`config.mk`:
```
export PLATFORM = sky130hd
export DESIGN_NAME = item_spawner
export DESIGN_NICKNAME = d
export VERILOG_FILES = /design/src/rtl/item_pkg.sv /design/src/rtl/item_lfsr16.sv /design/src/rtl/item_spawner.sv
export SDC_FILE = /design/constraint.sdc
export NUM_CORES = 1
export LEC_CHECK = 0
export CORE_MARGIN = 2
export CORE_UTILIZATION = 45
export CTS_BUF_LIST = sky130_fd_sc_hd__clkbuf_16
export CTS_CLUSTER_DIAMETER = 60
export CTS_CLUSTER_SIZE = 30
export DETAILED_ROUTE_END_ITERATION = 10
export HOLD_SLACK_MARGIN = 0.06
export PLACE_DENSITY = 0.68
export SLEW_MARGIN = 30
export SYNTH_ARGS = -nofsm -noshare
export SYNTH_HDL_FRONTEND = slang
export SYNTH_SLANG_ARGS = --single-unit
export TNS_END_PERCENT = 30
```
`constraint.sdc`:
```
create_clock -name clk -period 4.95 [get_ports clk]
set_input_delay 0.99 -clock clk [delete_from_list [all_inputs] [get_ports clk]]
set_output_delay 0.99 -clock clk [all_outputs]
set_load 0.02 [all_outputs]
```
`src/rtl/item_pkg.sv`:
```
`default_nettype none
// ============================================================================
// Module  : item_pkg
// Purpose : Shared item codes, spawner state encoding and LFSR taps.
// Revision: 1.0 - initial release
// ============================================================================
package item_pkg;

    localparam logic [2:0] ITEM_NONE       = 3'd0;
    localparam logic [2:0] ITEM_INVINCIBLE = 3'd1;
    localparam logic [2:0] ITEM_FASTER     = 3'd2;
    localparam logic [2:0] ITEM_FROZEN     = 3'd3;
    localparam logic [2:0] ITEM_LASER      = 3'd4;

    // Galois taps 16,14,13,11 for a right-shifting register.
    localparam logic [15:0] c_LFSR_TAP_MASK = 16'hB400;

    typedef enum logic [2:0] {
        ST_IDLE     = 3'd0,
        ST_COOLDOWN = 3'd1,
        ST_DRAW     = 3'd2,
        ST_ARMED    = 3'd3,
        ST_RELEASE  = 3'd4
    } spawn_state_t;

    function automatic logic [15:0] lfsr_next(input logic [15:0] v);
        lfsr_next = v[0] ? ((v >> 1) ^ c_LFSR_TAP_MASK) : (v >> 1);
    endfunction

endpackage
`default_nettype wire

```
`src/rtl/item_lfsr16.sv`:
```
`default_nettype none
// ============================================================================
// Module  : item_lfsr16
// Purpose : Free-running 16-bit Galois LFSR, reloaded with seed on reset.
// Revision: 1.0 - initial release
// ============================================================================
module item_lfsr16
    import item_pkg::*;
(
    input  logic        clk,
    input  logic        rst,
    input  logic [15:0] seed,
    output logic [15:0] q
);

    logic [15:0] r_q;

    always_ff @(posedge clk) begin
        if (rst) begin
            r_q <= seed;
        end else begin
            r_q <= lfsr_next(r_q);
        end
    end

    assign q = r_q;

endmodule
`default_nettype wire

```
`src/rtl/item_spawner.sv`:
```
`default_nettype none
// ============================================================================
// Module  : item_spawner
// Purpose : Places reward items on free grid cells after a cooldown and holds
//           them with set_require until pickup (or timeout when the
//           ITEM_SPAWN_TIMEOUT_EN macro is defined).
// Revision: 1.0 - initial release
// ============================================================================
module item_spawner #(
    parameter int          COOLDOWN_TICKS = 20,
    parameter int          LIFETIME_TICKS = 40,
    parameter int          GRID_W         = 20,
    parameter int          GRID_H         = 15,
    parameter logic [15:0] SEED           = 16'hACE1
) (
    input  logic       clk,
    input  logic       rst,
    input  logic       tick_4Hz,
    input  logic       enable,
    input  logic [4:0] mytank_xpos,
    input  logic [4:0] mytank_ypos,
    input  logic       set_finish,
    output logic       set_require,
    output logic [2:0] item_type,
    output logic [4:0] random_xpos,
    output logic [4:0] random_ypos,
    output logic       item_expired
);

    import item_pkg::*;

    localparam logic [7:0] c_COOLDOWN = 8'(COOLDOWN_TICKS);
    localparam logic [5:0] c_GRID_W   = 6'(GRID_W);
    localparam logic [5:0] c_GRID_H   = 6'(GRID_H);

    logic [15:0]  w_lfsr;
    logic [4:0]   w_cand_x;
    logic [4:0]   w_cand_y;
    logic [2:0]   w_cand_type;
    logic         w_cand_ok;
    logic [7:0]   w_cnt_inc;
    logic         w_lfsr_unused;

    spawn_state_t r_state;
    logic [7:0]   r_cnt;
    logic         r_set_require;
    logic [2:0]   r_item_type;
    logic [4:0]   r_xpos;
    logic [4:0]   r_ypos;

    item_lfsr16 u_lfsr (
        .clk  (clk),
        .rst  (rst),
        .seed (SEED),
        .q    (w_lfsr)
    );

    assign w_cand_x      = w_lfsr[4:0];
    assign w_cand_y      = w_lfsr[9:5];
    assign w_cand_type   = {1'b0, w_lfsr[11:10]} + 3'd1;
    assign w_lfsr_unused = ^w_lfsr[15:12];
    assign w_cnt_inc     = r_cnt + 8'd1;

    // A candidate must lie on the grid and must not land under the player.
    assign w_cand_ok = ({1'b0, w_cand_x} < c_GRID_W) &&
                       ({1'b0, w_cand_y} < c_GRID_H) &&
                       !((w_cand_x == mytank_xpos) && (w_cand_y == mytank_ypos));

`ifdef ITEM_SPAWN_TIMEOUT_EN
    localparam logic [7:0] c_LIFETIME = 8'(LIFETIME_TICKS);
    logic r_item_expired;
    assign item_expired = r_item_expired;
`else
    logic [7:0] w_lifetime_unused;
    assign w_lifetime_unused = 8'(LIFETIME_TICKS);
    assign item_expired      = 1'b0;
`endif

    always_ff @(posedge clk) begin
        if (rst || !enable) begin
            r_state       <= ST_IDLE;
            r_cnt         <= 8'd0;
            r_set_require <= 1'b0;
            r_item_type   <= ITEM_NONE;
            r_xpos        <= 5'd0;
            r_ypos        <= 5'd0;
`ifdef ITEM_SPAWN_TIMEOUT_EN
            r_item_expired <= 1'b0;
`endif
        end else begin
`ifdef ITEM_SPAWN_TIMEOUT_EN
            r_item_expired <= 1'b0;
`endif
            case (r_state)
                ST_IDLE: begin
                    r_cnt   <= 8'd0;
                    r_state <= ST_COOLDOWN;
                end
                ST_COOLDOWN: begin
                    if (tick_4Hz) begin
                        if (w_cnt_inc == c_COOLDOWN) begin
                            r_cnt   <= 8'd0;
                            r_state <= ST_DRAW;
                        end else begin
                            r_cnt <= w_cnt_inc;
                        end
                    end
                end
                ST_DRAW: begin
                    if (w_cand_ok) begin
                        r_xpos        <= w_cand_x;
                        r_ypos        <= w_cand_y;
                        r_item_type   <= w_cand_type;
                        r_set_require <= 1'b1;
                        r_cnt         <= 8'd0;
                        r_state       <= ST_ARMED;
                    end
                end
                ST_ARMED: begin
                    // Pickup is checked first so it beats a same-cycle timeout.
                    if (set_finish) begin
                        r_set_require <= 1'b0;
                        r_item_type   <= ITEM_NONE;
                        r_state       <= ST_RELEASE;
                    end
`ifdef ITEM_SPAWN_TIMEOUT_EN
                    else if (tick_4Hz) begin
                        if (w_cnt_inc == c_LIFETIME) begin
                            r_item_expired <= 1'b1;
                            r_set_require  <= 1'b0;
                            r_item_type    <= ITEM_NONE;
                            r_cnt          <= 8'd0;
                            r_state        <= ST_COOLDOWN;
                        end else begin
                            r_cnt <= w_cnt_inc;
                        end
                    end
`endif
                end
                ST_RELEASE: begin
                    if (!set_finish) begin
                        r_cnt   <= 8'd0;
                        r_state <= ST_COOLDOWN;
                    end
                end
                default: begin
                    r_state <= ST_IDLE;
                end
            endcase
        end
    end

    assign set_require = r_set_require;
    assign item_type   = r_item_type;
    assign random_xpos = r_xpos;
    assign random_ypos = r_ypos;

endmodule
`default_nettype wire
```
---- Yosys cells after proc, flatten, opt, wreduce, memory -nomap -nowiden ----
Index checks and enable logic that the tools add are counted.
word-level totals
  logic and storage cells ................. 55
  output and inout port bits .............. 15
  input port bits ......................... 15
  register bits ........................... 41
operators by class
  bitwise gates (word level) .............. 1
  $add $sub $neg .......................... 2
  equality and inequality tests ........... 12
  reductions and logical operators ........ 13
  mux-type cells .......................... 18
  order comparisons ....................... 2
operators with widths
  operator                                                              count
  8-bit two-way mux                                                     4
  8-bit case mux with 4 select lines                                    1
  3-bit two-way mux                                                     7
  16-bit two-way mux                                                    1
  3-bit case mux with 5 select lines                                    1
  5-bit == test                                                         2
  2-bit != test, second input constant                                  5
  8-bit by 1-bit adder with 8-bit output, second input constant         1
  8-bit by 5-bit == test with 1-bit output, second input constant       1
  3-bit by 2-bit == test with 1-bit output, second input constant       2
  3-bit case mux with 2 select lines                                    1
  5-bit by 4-bit < comparator with 1-bit output, second input constant  1
  5-bit < comparator, second input constant                             1
  5-bit AND reduction                                                   1
  3-bit inverter with 4-bit output                                      1
  4-bit AND reduction                                                   1
  4-bit nonzero test                                                    1
  2-bit by 1-bit adder with 3-bit output, second input constant         1
  3-bit by 1-bit == test with 1-bit output, second input constant       1
  3-bit == test, second input constant                                  1
  1-bit logical AND                                                     3
  3-bit zero test                                                       1
  3-bit AND reduction                                                   1
  1-bit zero test                                                       2
  other kinds (5)                                                       6

---- Logic depth before layout (Yosys ltp) ----
Gate-level depths: netlist of the first run.
  depth after elaboration ................. 6
  gate-level depth with buffers ........... 7
  mapped depth without buffers ............ 6

---- Hierarchy ----
From an unflattened synthesis of the first run, not the netlist that was laid out.
second synthesis, totals
  cells, all modules ...................... 198
  area, all modules ....................... 1968.1 sq um
modules (own cells, without submodules)
  module        area each (sq um)  sequential area each (sq um)  instances  cells an instance
  item_spawner  1407.6             500.5                         1          158
  item_lfsr16   560.5              320.3                         1          40

---- Worst setup path after synthesis of the first run ----
OpenSTA, ideal clock, no wires.
  kind .................................... input port to flip-flop
  start point ............................. input mytank_ypos[0]
  end point ............................... register r_cnt[4]
  library setup time ...................... 58 ps
  path buffers ............................ 1
  required time ........................... 4892 ps
  setup slack ............................. 2823 ps
  cell stages on the path ................. 6
  data arrival time ....................... 2070 ps
  cell sequence ........................... xnor2_1 nand4_2 o31ai_4 and3_1 buf_6 a211o_1
on the way
  word-level cells in the longest chain between the ends .. 6
RTL lines
  item                           RTL line             source
  start: declaration             item_spawner.sv:21   input logic [4:0] mytank_ypos,
  5-bit == test                  item_spawner.sv:67   !((w_cand_x == mytank_xpos) && (w_cand_y == mytank_ypos));
  1-bit logical AND              item_spawner.sv:67
  1-bit zero test                item_spawner.sv:67
  1-bit logical AND              item_spawner.sv:66   ({1'b0, w_cand_y} < c_GRID_H) &&
  2-bit != test (no line)        n/a
  4-bit AND reduction (no line)  n/a
  end signal: assignment         item_spawner.sv:105  r_cnt <= w_cnt_inc;
  end: declaration               item_spawner.sv:45   logic [7:0] r_cnt;
No other way between the ends.
A chain may end at the register's enable or synchronous reset.

---- Final worst setup path of the first run ----
  start point ............................. input mytank_xpos[0]
  end point ............................... register r_cnt[4]
on the way
  word-level cells in the longest chain between the ends .. 6
RTL lines
  item                           RTL line            source
  start: declaration             item_spawner.sv:20  input logic [4:0] mytank_xpos,
  5-bit == test                  item_spawner.sv:67
  1-bit logical AND              item_spawner.sv:67
  1-bit zero test                item_spawner.sv:67
  1-bit logical AND              item_spawner.sv:66
  2-bit != test (no line)        n/a
  4-bit AND reduction (no line)  n/a
No other way between the ends.

==> out/metrics.cfg, run 1 <==
[clocking]
clockBufferDepth=2
cts_resized=0
cts_hold_buf=0
htreeDepth=2
cts_tree=done
cts_buffers=5
cts_setup_buffers=0
clock_latency_ns=0.28
numClockSinks=41
cts-root-buf=clkbuf_16
path_clk_slew_ns=0.06

[worst_setup_path]
slowest_stage=o31ai_4
critical_path.max_stage_delay_ns=0.62
path_class=input pin to flip-flop
crit_chain=clkdlybuf4s50_1, xnor2_2, nand4_2, o31ai_4, buf_4, and3_1, a211o_1
required_ns=5.18
arrival_ns=3.14
cp_max_fo=19
cp-start-kind=input pin
cp-end-kind=flip-flop

[sta]
period_needed_ns=2.91
final-max-slew-violation-count=0
fmax_ghz=0.344
tns_ns=0
hold_viol=0
finClkSkew_ns=0.00721
period_share_pct=58.8
rsz0062_at_grt=no
finalSetupViolations=0
setup_slack_ns=2.04
holdWs_ns=0.410
relSlewSlack_pct=55.4
tightest_slew_ns=0.669

[synth]
synth_cell_type_count=44
ys.flop_type=dfxtp_1
ys_seq_area_share_pct=45.2
synth_edf_count=0
synth_seq_cells=41
syn_avg_cell_area_sq_um=9.21
syn_nets=214
ys_warn_count=0
synthCells=197
mappedNetlistArea_sq_um=1810
synthArstFlopShare_pct=0

[cells_and_area]
fin_util_pct=56.8
diodes=0
final_cell_mix=dfxtp_1 (41), clkdlybuf4s50_1 (28), nand2_1 (22)
drive_gt1_share_pct=10.7
final_nets=240
final_common_cell=dfxtp_1
areaGrowthSynthToFinish_pct=23.5

[die]
initial_core_util_pct=46.0
die_w_um=67.5
core-area_sq_um=3940
fp-row-count=23
die_y_um=67.5
die-area_sq_um=4560
io_pins=30

[pwr]
ir_worst_vdd_mv=0.221
p_total_mw=0.721
powerDensity_nw_per_um2=322
p_leak_nw=0.842

[placement]
io_buffer_count=28
place.gp.congestion=0.774
dp_slack_ns=1.72
dp.final_hpwl_mm=2.40

[grt]
grt_pass1_wl_mm=5.38
grt_max_degree=25
first_global_vias=1192
grtUsageTotal_pct=16.0
antenna_found_initial=0
grt_overflow_total=0

[job]
cap_viol_max_count=0

[min_path]
hp-class=flip-flop to flip-flop

[detailed_routing]
vias=1419
dr.pass1.iters=4
route.detailed.drc=0
via_per_inst=5.18
drtAntennaViolNets=0
wirelength_mm=3.30
drtIter0Drc=102
wl_per_cell_um=12.0

[status]
outcome=complete, no violations

## critical path: cells and delay by family
kind,cells,cell delay (ns)
compound gates,2,0.78
buf+inv,2,0.77
simple gates,2,0.46
xor+xnor,1,0.12
## power breakdown
part | switching [mW] | leakage [nW] | total [mW] | internal, mW
clock network | 0.121 | 0.0712 | 0.306 | 0.185
registers | 0.0118 | 0.335 | 0.353 | 0.341
logic | 0.0286 | 0.436 | 0.0623 | 0.0337
total | 0.162 | 0.842 | 0.721 | 0.559
## metal layers
layer	routed length (um)	track usage, %	share of wire [%]	up-vias
met2	1390	23.2	42	23
met5	0	0	0	-
li1	-	-	-	740
met3	111	5.00	3.4	4
met4	57	6.89	1.7	0
met1	1740	21.8	53	652
## final timing paths
check                      start            to  slack [ns]  cells after the start
setup / recovery  mytank_xpos[0]      r_cnt[4]        2.04                      7
hold / removal      u_lfsr.q[12]  u_lfsr.q[11]        0.41                      1
setup reg to reg     u_lfsr.q[0]      r_cnt[4]        2.69                      6
hold reg to reg     u_lfsr.q[12]  u_lfsr.q[11]        0.41                      1
## kinds of logic (layout without fill, tap and decap cells)
family,count (synthesis),in the layout,share of synthesized area (%)
buffers and inverters,12,39,4.28
and+or+nand+nor,91,91,27.4
AOI/OAI and AO/OA,37,37,14.8
xor gates and xnor gates,13,13,6.69
adders and majority gates,2,2,1.38
other,1,1,0.207
DFF,41,41,45.2
## synthesized netlist by cell type, types with 2 or more instances
library cell  number  share of area (%)
nand3_1           21                5.8
nor2b_1           11                3.8
nand4_1            2               0.69
clkbuf_1           4               0.83
and3_1             3                1.0
nor2_1             7                1.4
buf_2              2               0.55
a21oi_1            2               0.55
ha_1               2                1.4
a211o_1            2               0.97
nand2_1           22                4.6
nand2b_1           5                1.7
a21o_1             5                2.1
buf_4              2               0.83
dfxtp_1           41                 45
xnor2_1           12                5.8
nor3_1             3               0.83
o31ai_1            4                1.7
or2_2              8                2.8
buf_6              3                1.9
o21ai_0           13                3.6
## registers in the layout (all words and copies together) (netlist names)
signal	cells
u_lfsr.q	16
r_cnt	8
random_xpos	5
random_ypos	5
item_type	3
r_state	3
set_require	1
## through the flow
step           std cells  area, sq um
2_1_floorplan        197         1810
3_3_place_gp         266         2100
3_5_place_dp         266         2100
4_1_cts              274         2240
5_1_grt              274         2240
6_report             274         2240
## layout make-up
type	instances	area, sq um
Inverter	1	3.75
Tap cell	50	62.6
Clock inverter	3	17.5
Sequential cell	41	821
Timing Repair Buffer	30	295
Multi-Input combinational cell	144	916
Clock buffer	5	125
Fill cell	363	1700
Note: power is estimated with default switching activity, not from simulation.
==> inputs of run 2 (changes only) <==
Settings changed: PLACE_DENSITY 0.68 to 0.71.
Clock period 4.95 ns to 2.54 ns, I/O delays scaled along.
==> run 2 against run 1 <==
Against the previous run: cell count grew 0.73%; final area up 2.8%; first-iteration DRC count decreased by 31%; count of clock-buffer cells in the layout unchanged; total power increased by 120%; highest routed layer unchanged.
==> out/metrics.cfg, run 2 (same netlist as run 1, synthesis figures left out) <==
[sta]
rsz0062_at_grt=no  ; unchanged
final-max-slew-violation-count=0  ; unchanged
fmax_ghz=0.521
period_share_pct=75.6
tns_ns=0  ; unchanged
finClkSkew_ns=0.00466  ; was 0.00721 ns
finalSetupViolations=0  ; unchanged
hold_viol=0  ; unchanged
period_needed_ns=1.92

[die]
initial_core_util_pct=46.0  ; unchanged
die_w_um=67.5  ; unchanged
core-area_sq_um=3940  ; unchanged
fp-row-count=23  ; unchanged
io_pins=30  ; unchanged
die_y_um=67.5  ; unchanged
die-area_sq_um=4560  ; unchanged

[cells_and_area]
fin_util_pct=58.4  ; was 56.8%
diodes=0  ; unchanged
final_cell_mix=dfxtp_1 (41), clkdlybuf4s50_1 (28), nand2_1 (22)  ; unchanged
drive_gt1_share_pct=11.9  ; was 10.7%
final_common_cell=dfxtp_1  ; unchanged
areaGrowthSynthToFinish_pct=27.0  ; was 23.5%
finalNonFillerCells=276  ; was 274
final_nets=242  ; was 240
largest_reg_flops=16  ; unchanged

[clocking]
numClockSinks=41  ; unchanged
cts_resized=0  ; unchanged
clockBufferDepth=2  ; unchanged
cts_buffers=5  ; unchanged
htreeDepth=2  ; unchanged
clock_latency_ns=0.28  ; about the same
cts-root-buf=clkbuf_16  ; unchanged
cts_tree=done  ; unchanged
cts_setup_buffers=0  ; unchanged
cts_hold_buf=0  ; unchanged
path_clk_slew_ns=0.06  ; about the same

[detailed_routing]
vias=1454  ; was 1419
drtIter0Drc=70  ; was 102
drtAntennaViolNets=0  ; unchanged
dr.pass1.iters=4  ; unchanged
wirelength_mm=3.40  ; was 3.30 mm
via_per_inst=5.27  ; was 5.18
wl_per_cell_um=12.3  ; was 12.0 um
route.detailed.drc=0  ; unchanged

[grt]
grt_max_degree=28  ; was 25
grt_pass1_wl_mm=5.53  ; was 5.38 mm
first_global_vias=1213  ; was 1192
grt_overflow_total=0  ; unchanged
grtUsageTotal_pct=16.2  ; was 16.0%
antenna_found_initial=0  ; unchanged

[pwr]
switching_share_pct=20.0  ; was 22.4%
p_total_mw=1.62  ; was 0.721 mW
powerDensity_nw_per_um2=701  ; was 322 nW/um^2
comb_power_share_pct=7.7  ; was 8.6%
p_leak_nw=0.874  ; was 0.842 nW
p_clk_share_pct=49.7  ; was 42.4%
power_frac_seq_pct=42.6  ; was 48.9%
ir_worst_vdd_mv=0.410  ; was 0.221 mV
power_switching_mw=0.323  ; was 0.162 mW
internal_power_mw=1.29  ; was 0.559 mW

[worst_setup_path]
cp_max_fo=8  ; was 19
arrival_ns=2.14  ; was 3.14 ns
path_class=input pin to flip-flop  ; unchanged
cp-start-kind=input pin  ; unchanged
required_ns=2.76  ; was 5.18 ns
cp-end-kind=flip-flop  ; unchanged

[placement]
io_buffer_count=28  ; unchanged
dp_cells=268  ; was 266
dp.final_hpwl_mm=2.41  ; was 2.40 mm
place.gp.congestion=0.827  ; was 0.774

[min_path]
hp-class=flip-flop to flip-flop  ; unchanged

[job]
cap_viol_max_count=0  ; unchanged

[status]
outcome=complete, no violations  ; unchanged

[run 2: cell types whose count changed in the layout (fill, tap and decap cells not counted)]
| cell | before | now |
|---|---|---|
| clkinv_4 | 1 | 0 |
| buf_4 | 2 | 4 |
| bufinv_16 | 0 | 2 |
| clkinv_1 | 1 | 0 |
[run 2: worst max-delay path, cell delays in order]
cell and delay, ns:
clkdlybuf4s50_1 0.43, nand2b_1 0.21, nor3_4 0.34, nand2_1 0.22, o31ai_1 0.32, a21o_1 0.11
[run 2: area by class of cell]
| cell class | count | area (sq um) |
|---|---|---|
| fillers | 337 | 1640 |
| multi-input cells | 144 | 916 |
| flip-flops and latches | 41 | 821 |
| repair buffers | 32 | 310 |
| clock buffers | 5 | 125 |
| clock inverters | 3 | 65.1 |
| well taps | 50 | 62.6 |
| inverters | 1 | 3.75 |
[run 2: worst paths after layout]
kind / slack, ns / cells past startpoint / end / start
max: 0.62 / 6 / r_cnt[6] / rst
min: 0.42 / 1 / u_lfsr.q[11] / u_lfsr.q[12]
max reg2reg: 0.66 / 6 / r_state[0] / r_cnt[0]
min reg2reg: 0.42 / 1 / u_lfsr.q[11] / u_lfsr.q[12]
[run 2: layer usage]
| layer | vias to the layer above | share of wire, % | track usage (%) |
|---|---|---|---|
| met5 | - | 0 | 0 |
| met4 | 0 | 0.79 | 6.63 |
| met3 | 4 | 4.1 | 4.67 |
| met2 | 29 | 47 | 24.8 |
| met1 | 673 | 48 | 21.4 |
| li1 | 748 | - | - |
[run 2: power by group through the flow]
stage                     logic, mW  registers [mW]  clock network, mW
after floorplan              0.0906           0.692                  0
after global placement        0.123           0.702                  0
after detailed placement      0.125           0.702                  0
after CTS                     0.126           0.688              0.820
after global routing          0.137           0.691              0.843
final                         0.124           0.688              0.804
[run 2: per-stage QoR]
stage,hold slack [ns],cell area (sq um),worst slack (ns)
4_1_cts,0.417,2300,0.608
3_5_place_dp,0.397,2110,0.392
2_1_floorplan,0.389,1810,0.876
5_1_grt,0.438,2300,0.505
6_report,0.415,2300,0.620
3_3_place_gp,0.393,2110,0.354
==> inputs of run 3 (changes only) <==
Settings changed: PLACE_DENSITY 0.71 to 0.68.
Clock period 2.54 ns to 1.8 ns, I/O delays scaled along.
==> run 3 against run 2 <==
Against the previous run: via count is 4.7% higher; first-iteration DRC count is 44% higher; cell count is 6.2% higher; core utilization is 2.5 points higher; sequential power is 40% higher; wire length is 6.0% higher; global-route usage is 1.5 points higher; combinational power is 64% higher.
==> out/metrics.cfg, run 3 (same netlist as run 1, synthesis figures left out) <==
[sta]
finalSetupViolations=0  ; unchanged
period_needed_ns=1.69
hold_viol=0  ; unchanged
final-max-slew-violation-count=0  ; unchanged
finClkSkew_ns=0.00650  ; was 0.00466 ns
period_share_pct=94.1
fmax_ghz=0.590
rsz0062_at_grt=no  ; unchanged

[clocking]
cts_hold_buf=0  ; unchanged
clockBufferDepth=2  ; unchanged
cts_buffers=5  ; unchanged
cts-root-buf=clkbuf_16  ; unchanged
path_clk_slew_ns=0.06  ; about the same
cts_tree=done  ; unchanged
numClockSinks=41  ; unchanged
htreeDepth=2  ; unchanged
clock_latency_ns=0.28  ; about the same

[detailed_routing]
drtAntennaViolNets=0  ; unchanged
wirelength_mm=3.61  ; was 3.40 mm
route.met2.wl_mm=1.70  ; was 1.60 mm
vias=1522  ; was 1454
wl_per_cell_um=12.3  ; about the same
drtIter0Drc=101  ; was 70
dr.pass1.iters=4  ; unchanged
maxUsedRoutingLayer=met4  ; unchanged
via_per_inst=5.19  ; was 5.27
wl_met3_um=152  ; was 139 um
wl_met1_mm=1.70  ; was 1.64 mm
route.detailed.drc=0  ; unchanged

[min_path]
hold_start=u_lfsr.q[12]  ; unchanged
holdPathEnd=u_lfsr.q[11]  ; unchanged
whs_path_depth=1  ; unchanged
hp-class=flip-flop to flip-flop  ; unchanged

[cells_and_area]
largest_reg_flops=16  ; unchanged
regArea_sq_um=822  ; was 821 sq um
fill_cells=360  ; was 337
areaGrowthSynthToFinish_pct=32.5  ; was 27.0%
diodes=0  ; unchanged
final_common_cell=dfxtp_1  ; unchanged
finalNonFillerCells=293  ; was 276
final_cell_mix=dfxtp_1 (40), clkdlybuf4s50_1 (28), nand2_1 (22)  ; was dfxtp_1 (41), clkdlybuf4s50_1 (28), nand2_1 (22)
drive_gt1_share_pct=18.5  ; was 11.9%
fin_util_pct=61.0  ; was 58.4%
multi_input_area_sq_um=933  ; was 916 sq um
final_nets=260  ; was 242

[grt]
grtUsageTotal_pct=17.7  ; was 16.2%
grt_max_degree=28  ; unchanged
grt_pass1_wl_mm=6.08  ; was 5.53 mm
antenna_found_initial=0  ; unchanged
grt_overflow_total=0  ; unchanged
first_global_vias=1395  ; was 1213

[worst_setup_path]
cp_max_fo=3  ; was 8
required_ns=1.99  ; was 2.76 ns
crit_chain=ha_2, nor4b_4, nand3_1, a221o_1, buf_4, o41ai_2  ; was clkdlybuf4s50_1, nand2b_1, nor3_4, nand2_1, o31ai_1, a21o_1
path_class=flip-flop to flip-flop  ; was input pin to flip-flop
critical_path.max_stage_delay_ns=0.35  ; was 0.43 ns
slowest_stage=a221o_1  ; was clkdlybuf4s50_1
r2r-start=r_cnt[1]  ; was r_cnt[0]
reg2reg_to=r_state[0]  ; unchanged
arrival_ns=1.88  ; was 2.14 ns
worst-r2r-cell-count=6  ; unchanged
cp-start-kind=flip-flop  ; was input pin
cp-end-kind=flip-flop  ; unchanged
reg2reg_slack_ns=0.11  ; was 0.66 ns

[job]
cap_viol_max_count=0  ; unchanged

[status]
outcome=complete, no violations  ; unchanged

[pwr]
p_total_mw=1.98  ; was 1.62 mW
powerDensity_nw_per_um2=822  ; was 701 nW/um^2
ir_worst_vdd_mv=0.553  ; was 0.410 mV
p_leak_nw=0.942  ; was 0.874 nW

[placement]
place.gp.congestion=0.794  ; was 0.827
dp.final_hpwl_mm=2.66  ; was 2.41 mm
io_buffer_count=28  ; unchanged
dp_cells=286  ; was 268

[die]
initial_core_util_pct=46.0  ; unchanged
die-area_sq_um=4560  ; unchanged
die_w_um=67.5  ; unchanged
io_pins=30  ; unchanged
core-area_sq_um=3940  ; unchanged
die_y_um=67.5  ; unchanged
fp-row-count=23  ; unchanged

-- run 3: changes by cell type in the layout (fill, tap and decap cells not counted), sizes merged --
cell    before  now
buf          4   22
bufinv       2    0
inv          1    2
-- run 3: worst max path at each step --
stage | startpoint | slack, ns | to | cells after the start
final | r_cnt[1] | 0.11 | r_state[0] | 6
after global routing | mytank_ypos[1] | 0.008 | r_cnt[3] | 6
after CTS | r_cnt[0] | 0.04 | r_state[0] | 6
after detailed placement | mytank_xpos[0] | -0.17 | r_cnt[1] | 7
after global placement | mytank_xpos[0] | -0.16 | r_cnt[7] | 6
after floorplan | r_cnt[0] | 0.14 | r_state[0] | 6
-- run 3: through the flow --
stage	TNS (ns)	hold slack (ns)	setup slack, ns	instance area, sq um
floorplan	0	0.389	0.136	1810
global placement	-2.88	0.392	-0.155	2250
detailed placement	-3.40	0.405	-0.171	2250
CTS	0	0.415	0.0408	2390
global route	0	0.433	0.00756	2400
finish	0	0.411	0.106	2400
-- run 3: layout make-up --
class | count | area share (%)
clock buffer | 5 | 5.21
clock inverter | 2 | 0.312
multi-input combinational | 144 | 38.8
inverter | 1 | 0.156
timing repair buffer | 50 | 18.7
sequential | 41 | 34.2
tap | 50 | 2.60
-- run 3: what timing repair did --
item / 4_1_cts / 5_1_grt
setup buffers: 0 / 0
gates resized for setup: 1 / 4
pin swaps: 0 / 2
setup endpoints to repair: 1 / 2
endpoints found under the hold margin: 0 / 0
-- run 3: where the power goes --
part | total (mW) | switching [mW] | leakage [nW] | internal (mW)
combinational | 0.203 | 0.0906 | 0.538 | 0.113
sequential | 0.965 | 0.0264 | 0.335 | 0.938
clock | 0.808 | 0.313 | 0.0685 | 0.495
total | 1.98 | 0.430 | 0.942 | 1.55
-- run 3: critical path, delay by kind of cell (launching register included) --
kind	cells	cell delay, ns
compound gates	2	0.60
flops	1	0.33
simple gates	2	0.33
fa+ha+maj	1	0.19
buf+inv	1	0.15
-- run 3: metal layers --
layer / vias to the layer above / global-route usage (%)
met2: 31 / 28.1
li1: 778 / -
met5: - / 0
met4: 0 / 6.38
met3: 6 / 4.67
met1: 707 / 23.1
